==> src/rtl/if_fetch_unit.sv <==
// Instruction-fetch stage: owns the PC, drives the instruction-memory address and
// loads the IF/ID pipeline register, with stall, branch flush and halt-on-zero-word handling.
module if_fetch_unit #(
  parameter int                ADDR_W    = 8,
  parameter logic [ADDR_W-1:0] PC_RESET  = '0,
  parameter int                PC_STEP   = 4,
  parameter logic [31:0]       NOP_INSTR = 32'h0000_0013
) (
  input  logic              clk,
  input  logic              rst_n,
  input  logic              stall_i,
  input  logic              flush_i,
  input  logic [ADDR_W-1:0] branch_tgt_i,
  output logic [ADDR_W-1:0] imem_addr_o,
  input  logic [31:0]       imem_instr_i,
  output logic [ADDR_W-1:0] if_id_pc_o,
  output logic [31:0]       if_id_instr_o,
  output logic              if_id_valid_o,
  output logic              halted_o,
  output logic [15:0]       fetch_cnt_o
);

  localparam logic [1:0] S_BOOT = 2'd0;
  localparam logic [1:0] S_RUN  = 2'd1;
  localparam logic [1:0] S_HALT = 2'd2;

  localparam logic [ADDR_W-1:0] PC_INC   = ADDR_W'(PC_STEP);
  localparam logic [ADDR_W-1:0] ALIGN_MASK = ~ADDR_W'(3);

  logic [1:0]        r_state;
  logic [ADDR_W-1:0] r_pc;
  logic [ADDR_W-1:0] r_if_id_pc;
  logic [31:0]       r_if_id_instr;
  logic              r_if_id_valid;
  logic              r_halted;
  logic [15:0]       r_fetch_cnt;

  logic [ADDR_W-1:0] w_tgt;
  logic              w_zero_word;

  // Redirect targets are always word aligned; the low two bits are dropped.
  assign w_tgt       = branch_tgt_i & ALIGN_MASK;
  assign w_zero_word = (imem_instr_i == 32'h0);

  // NOTE: every state register uses non-blocking assignments so all updates
  // in this block see the pre-edge values of r_pc and r_state.
  always_ff @(posedge clk or negedge rst_n) begin
    if (!rst_n) begin
      r_state       <= S_BOOT;
      r_pc          <= PC_RESET;
      r_if_id_pc    <= '0;
      r_if_id_instr <= NOP_INSTR;
      r_if_id_valid <= 1'b0;
      r_halted      <= 1'b0;
      r_fetch_cnt   <= '0;
    end else begin
      case (r_state)
        S_BOOT: begin
          r_state <= S_RUN;
          if (flush_i) r_pc <= w_tgt;
        end
        S_RUN: begin
          if (flush_i) begin
            r_pc          <= w_tgt;
            r_if_id_pc    <= r_pc;
            r_if_id_instr <= NOP_INSTR;
            r_if_id_valid <= 1'b0;
          end else if (stall_i) begin
            r_pc <= r_pc;
          end else if (w_zero_word) begin
            r_state       <= S_HALT;
            r_halted      <= 1'b1;
            r_if_id_instr <= NOP_INSTR;
            r_if_id_valid <= 1'b0;
          end else begin
            r_pc          <= r_pc + PC_INC;
            r_if_id_pc    <= r_pc;
            r_if_id_instr <= imem_instr_i;
            r_if_id_valid <= 1'b1;
            if (r_fetch_cnt != 16'hFFFF) r_fetch_cnt <= r_fetch_cnt + 16'd1;
          end
        end
        S_HALT: begin
          // A taken branch means the zero word was on a wrong path; resume there.
          if (flush_i) begin
            r_pc     <= w_tgt;
            r_halted <= 1'b0;
            r_state  <= S_RUN;
          end
        end
        default: r_state <= S_BOOT;
      endcase
    end
  end

  assign imem_addr_o   = r_pc;
  assign if_id_pc_o    = r_if_id_pc;
  assign if_id_instr_o = r_if_id_instr;
  assign if_id_valid_o = r_if_id_valid;
  assign halted_o      = r_halted;
  assign fetch_cnt_o   = r_fetch_cnt;

endmodule

==> config.mk <==
export PLATFORM = sky130hd
export DESIGN_NAME = if_fetch_unit
export DESIGN_NICKNAME = d
export VERILOG_FILES = /design/src/rtl/if_fetch_unit.sv
export SDC_FILE = /design/constraint.sdc
export NUM_CORES = 1
export LEC_CHECK = 0
export CORE_ASPECT_RATIO = 1.2
export CORE_MARGIN = 2
export CORE_UTILIZATION = 44
export DETAILED_ROUTE_END_ITERATION = 6
export GPL_ROUTABILITY_DRIVEN = 0
export PLACE_DENSITY = 0.91
export SLEW_MARGIN = 20
export SYNTH_ARGS = -nofsm -noshare
export SYNTH_HDL_FRONTEND = slang
export SYNTH_SLANG_ARGS = --single-unit
==> constraint.sdc <==
create_clock -name clk -period 2.15 [get_ports clk]
set_input_delay 0.43 -clock clk [delete_from_list [all_inputs] [get_ports clk]]
set_output_delay 0.43 -clock clk [all_outputs]
set_load 0.03 [all_outputs]
# Word level (Yosys, flattened, before mapping)
# Cells that the tools add are included.
# word_totals
regBits	68
latch_bits	0
ram_bits	0
rom_bits	0
in_bits	44
out_inout_bits	66
wordCells	59
memories	0
# classes
n_addsub	2
mul	0
div	0
n_lt_le_gt_ge	0
eq_ne	12
shifts	0
mux	24
bitwise_logic	3
reduce_logical	11
# op_table
operator	count
$mux 32	3
$mux 8	7
$logic_not 32->1	1
$add 16x1->16 const B	1
$ne 16x16->1 const B	1
$pmux 8 s2	1
$ne 2x2->1 const B	5
$reduce_and 5->1	2
$add 8x3->8 const B	1
$mux 2	4
$reduce_and 4->1	2
$mux 1	7
$ne 3x3->1 const B	2
$pmux 2 s3	1
$ne 2x1->1 const B	2
$reduce_bool 2->1	2
$not 1->1	3
$reduce_and 3->1	1
$eq 2x1->1 const B	1
$eq 2x2->1 const B	1
$logic_not 2->1	1
$pmux 1 s2	1
$reduce_and 2->1	1
$reduce_or 2->1	1

# Longest topological paths before layout
# depth
depth_word	5
mapped_depth	8
mapped_depth_nobuf	5

# Worst setup path after synthesis
# OpenSTA, ideal clock, no wires.
# synth_path
path_kind	register to register
start	register r_fetch_cnt[5] (netlist: fetch_cnt_o[5])
end	register r_fetch_cnt[9] (netlist: fetch_cnt_o[9])
arrival_ns	1.876
path_slack_ns	0.138
path_stages_with_launch	7
path_buffers	1
cell_sequence	dfrtp_1 nand3_1 or2_2 o31ai_2 buf_2 nor3_2 xor2_1
# synth_between
elab_chain_cells	2
word_cells_on_any_way	3
cone_classes	add/sub (1); eq/ne (1); reduce/logical (1)
# synth_lines
element	line_no	rtl
start: declaration	36	logic [15:0] r_fetch_cnt;
start signal: assignment	80	if (r_fetch_cnt != 16'hFFFF) r_fetch_cnt <= r_fetch_cnt + 16'd1;
parallel branches: the longest is 2 deep, another holds $add 16x1->16	--	
# Parallel ways; which one is timed is not known.
# A chain may end at the register's enable or synchronous reset.

# Worst setup path in the final report
# layout_path
start	input port imem_instr_i[30]
end	register r_if_id_pc[3] (netlist: if_id_pc_o[3])
# layout_between
elab_chain_cells	3
# layout_lines
element	line_no	rtl
start: declaration	15	input logic [31:0] imem_instr_i,
$logic_not 32->1	43	assign w_zero_word = (imem_instr_i == 32'h0);
$ne 2x2->1 (no line)	--	
$reduce_and 3->1 (no line)	--	
end signal: assignment	65	r_if_id_pc <= r_pc;
end signal: assignment	77	r_if_id_pc <= r_pc;
end: declaration	32	logic [ADDR_W-1:0] r_if_id_pc;
# No other way between the ends.

==> out/summary.log <==
INFO  setup_path     worst_setup_sp_type=input pin
INFO  detailed_routing drt_iter0_drc=92
INFO  power          power_switching_share=34.28%
INFO  detailed_routing antenna_violating_nets_post_route=0
INFO  job            max_cap_violation_count=0
INFO  logic_synthesis ys_async_sr_fraction=100.0%
INFO  clock_network  tritoncts=built
INFO  clock_network  root_buffer_cell=sky130_fd_sc_hd__clkbuf_8
INFO  power          combPwrFrac=32.4%
INFO  clock_network  total_clock_buffers_created_by_cts=9
INFO  setup_path     r2r.worst_path.cells=5
INFO  grt            grt_antenna_before_repair=0
INFO  logic_synthesis yosys.cell_count.top_type=sky130_fd_sc_hd__dfrtp_1
INFO  placed_design  placement_setup_slack=-394.2ps
INFO  timing         fmax=476.7MHz
INFO  setup_path     critical-path-slowest-cell=sky130_fd_sc_hd__clkdlybuf4s50_1
INFO  grt            aggregate_global_routing_overflow=0
INFO  logic_synthesis post_synth_most_frequent_cells=61 x sky130_fd_sc_hd__dfrtp_1, 29 x sky130_fd_sc_hd__a22o_1, 11 x sky130_fd_sc_hd__nand2_1, 11 x sky130_fd_sc_hd__nand3_1, 11 x sky130_fd_sc_hd__xor2_1
INFO  logic_synthesis ys_top_cells_by_area=sky130_fd_sc_hd__dfrtp_1 52%, sky130_fd_sc_hd__a22o_1 8.7%, sky130_fd_sc_hd__xor2_1 3.3%
INFO  final_layout   final_layout_size_suffix_gt1_share=22.16%
INFO  grt            overall_fraction_of_global_route_tracks_in_use=21.34%
INFO  detailed_routing totalWireLength=7683microns
INFO  power          pwr_density_cell=820.9mW/mm^2
INFO  final_layout   fill_cells=457
INFO  timing         setup_viol_count_final=0
INFO  setup_path     worst-r2r-setup-slack=350ps
INFO  setup_path     timing.rr.end=fetch_cnt_o[11]
INFO  final_layout   final_net_count=429
INFO  timing         maximum_clock_skew_at_final_layout=10.18ps
INFO  setup_path     cp_max_fo=6
INFO  power          share_clk_of_total_power=27.0%
INFO  die            initial_utilization=45.51%
INFO  logic_synthesis commonest_register_cell_after_synthesis=sky130_fd_sc_hd__dfrtp_1
INFO  placed_design  dp.final_hpwl=5383microns
INFO  die            core=0.006406sqmm
INFO  detailed_routing post-route-drc-count=0
INFO  logic_synthesis synth_area_leader_cell=sky130_fd_sc_hd__dfrtp_1
INFO  setup_path     crit_family=buffers and inverters
INFO  clock_network  clock_tree.htree_level_count=3
INFO  detailed_routing vias_per_cell=5.438
INFO  die            floorplan.io_pins=110
INFO  clock_network  cts.reportedPaths.clkPinSlew=60ps
INFO  timing         setup_slack=52.24ps
INFO  placed_design  io_buffers=103
INFO  setup_path     timing.critical_path.arrival=2310ps
INFO  setup_path     worst-setup-path-type=input pin to register
INFO  timing         slew_viol_final=0
INFO  setup_path     worst_setup_path_end_kind=register
INFO  final_layout   n_antenna_cell=0
INFO  power          cellInternalPower=2.463mW
INFO  logic_synthesis post_synth_num_cell_types=49
INFO  logic_synthesis syn_area_per_cell=11.85squm
INFO  final_layout   area_growth=56.61%
INFO  logic_synthesis postSynthCellCount=246
INFO  timing         tmin_final=2098ps
INFO  die            dieWidth=78.31microns
INFO  logic_synthesis synth_edf_count=0
INFO  timing         final-hold-violation-count=0
INFO  logic_synthesis post_synth_top_area_share=52.36%
INFO  grt            via_count_of_the_first_global_routing_pass=2556
INFO  logic_synthesis ys_ff_latch=64
INFO  clock_network  clk-insertion-delay-late=330ps
INFO  final_layout   finalCoreUtilization=71.27%
INFO  grt            grt_max_degree=65
INFO  logic_synthesis netlist_area=0.002915sqmm
INFO  detailed_routing wl_per_cell=16.24microns
INFO  clock_network  tritoncts_num_sinks=64
INFO  setup_path     critical_path_required=2360ps
INFO  die            dieHeight=93.17microns
INFO  grt            wire_length_of_the_first_global_routing_pass=12220microns
INFO  power          fin_total_pwr=3.748mW
INFO  status         outcome=finished clean
INFO  setup_path     critical_path.reg2reg.startpoint=r_state[1]
INFO  die            design.die.area=0.007295sqmm
INFO  clock_network  maximum_buffer_depth_of_the_clock_tree=2
INFO  die            rows=32
INFO  setup_path     critical_path.cell_chain=clkdlybuf4s50_1 > nor4_2 > nand4_1 > o31ai_2 > buf_4 > mux2_2
INFO  detailed_routing routed-via-count=2572
INFO  setup_path     worstPathBufferInverterCount=2
INFO  logic_synthesis ys.warnings.count=0
INFO  timing         finalCritPeriodShare=97.57%
INFO  min_path       hold_class=input pin to asynchronous set/reset pin
INFO  final_layout   final_area=0.004566sqmm
INFO  power          power_frac_seq=40.6%
INFO  timing         hold-worst-slack=108.9ps
INFO  placed_design  dpl_cell_area=0.004252sqmm
INFO  logic_synthesis synth_sequential_area_ratio=55.06%
INFO  setup_path     slowest_cell_delay_on_critical_path=460ps
INFO  power          p_sw=1.285mW
INFO  detailed_routing drt-pass1-iter-count=4
INFO  power          irDropWorstVdd=0.7225mV
INFO  power          p_leak=2.056nW
[worst max-delay path by stage]
stage / startpoint / end / slack (ps) / depth (start not counted)
after CTS: imem_instr_i[31] / if_id_pc_o[3] / 4 / 6
after global placement: imem_instr_i[9] / if_id_pc_o[7] / -350 / 6
final: imem_instr_i[30] / if_id_pc_o[3] / 50 / 6
after floorplan: fetch_cnt_o[5] / fetch_cnt_o[9] / 140 / 6
after global routing: imem_instr_i[28] / if_id_pc_o[3] / -20 / 6
after detailed placement: imem_instr_i[9] / if_id_pc_o[3] / -390 / 6
[routing by layer]
metal / up-vias / track usage (%) / part of all wire [%]
met3: 14 / 4.537 / 5.6
met1: 1272 / 27.09 / 42
met2: 99 / 35.85 / 51
li1: 1187 / - / -
met5: - / 0 / 0
met4: 0 / 8.041 / 1.5
[timing repair]
| action | in CTS | in global routing |
|---|---|---|
| gates resized for setup | 5 | 19 |
| endpoints found under the hold margin | 0 | 0 |
| endpoints found under the setup margin | 6 | 11 |
| setup buffers | 1 | 1 |
| hold buffers | 0 | 0 |
| pin swaps | 3 | 10 |
[registers in the layout (all words and copies together), names as in the netlist]
signal and flops:
fetch_cnt_o 16, halted_o 1, if_id_instr_o 32, if_id_pc_o 6
if_id_valid_o 1, imem_addr_o 6, r_state 2
[kinds of logic (layout without fill, tap and decap cells)]
kind of cell	count (synthesis)	after routing	synth area share, %
adders and majority gates	2	2	0.8582
buffers and inverters	23	162	4.463
other	1	4	0.1286
AOI/OAI and AO/OA	61	61	16.27
xor gates and xnor gates	13	13	3.906
and+or+nand+nor	74	74	16.27
DFF	64	64	55.06
muxes	8	8	3.047
[power groups by stage]
stage / Clock (mW) / Sequential [mW] / Combinational [mW]
finish: 1.01 / 1.52 / 1.21
global route: 1.10 / 1.54 / 1.29
CTS: 1.04 / 1.52 / 1.21
detailed placement: 0 / 1.54 / 1.20
global placement: 0 / 1.53 / 1.17
floorplan: 0 / 1.81 / 0.347
[cell usage in the layout (no fill, tap or decap), drive strengths merged, types with 11 or more instances in the layout]
cell / instances
a22o: 29
buf: 37
clkbuf: 11
clkdlybuf4s50: 89
dfrtp: 61
dlymetal6s2s: 11
nand2: 11
nand3: 11
nor4: 13
xor2: 11
[final cells by class]
class                   instances  area [sq um]  share of cell area [%]
multi-input cells             162          1271                   27.84
well taps                      85         106.4                   2.329
repair buffers                139          1359                   29.76
clock inverters                 5         56.30                   1.233
flip-flops and latches         64          1605                   35.16
inverters                       7         26.28                  0.5755
clock buffers                  11         141.4                   3.097
[metrics by stage]
step	TNS (ps)	instances
after floorplan	0	249
after global placement	-11200	455
after detailed placement	-14080	455
after CTS	0	472
after global routing	-33.50	473
final	0	473
No activity file was read; power rests on OpenSTA's default activity.
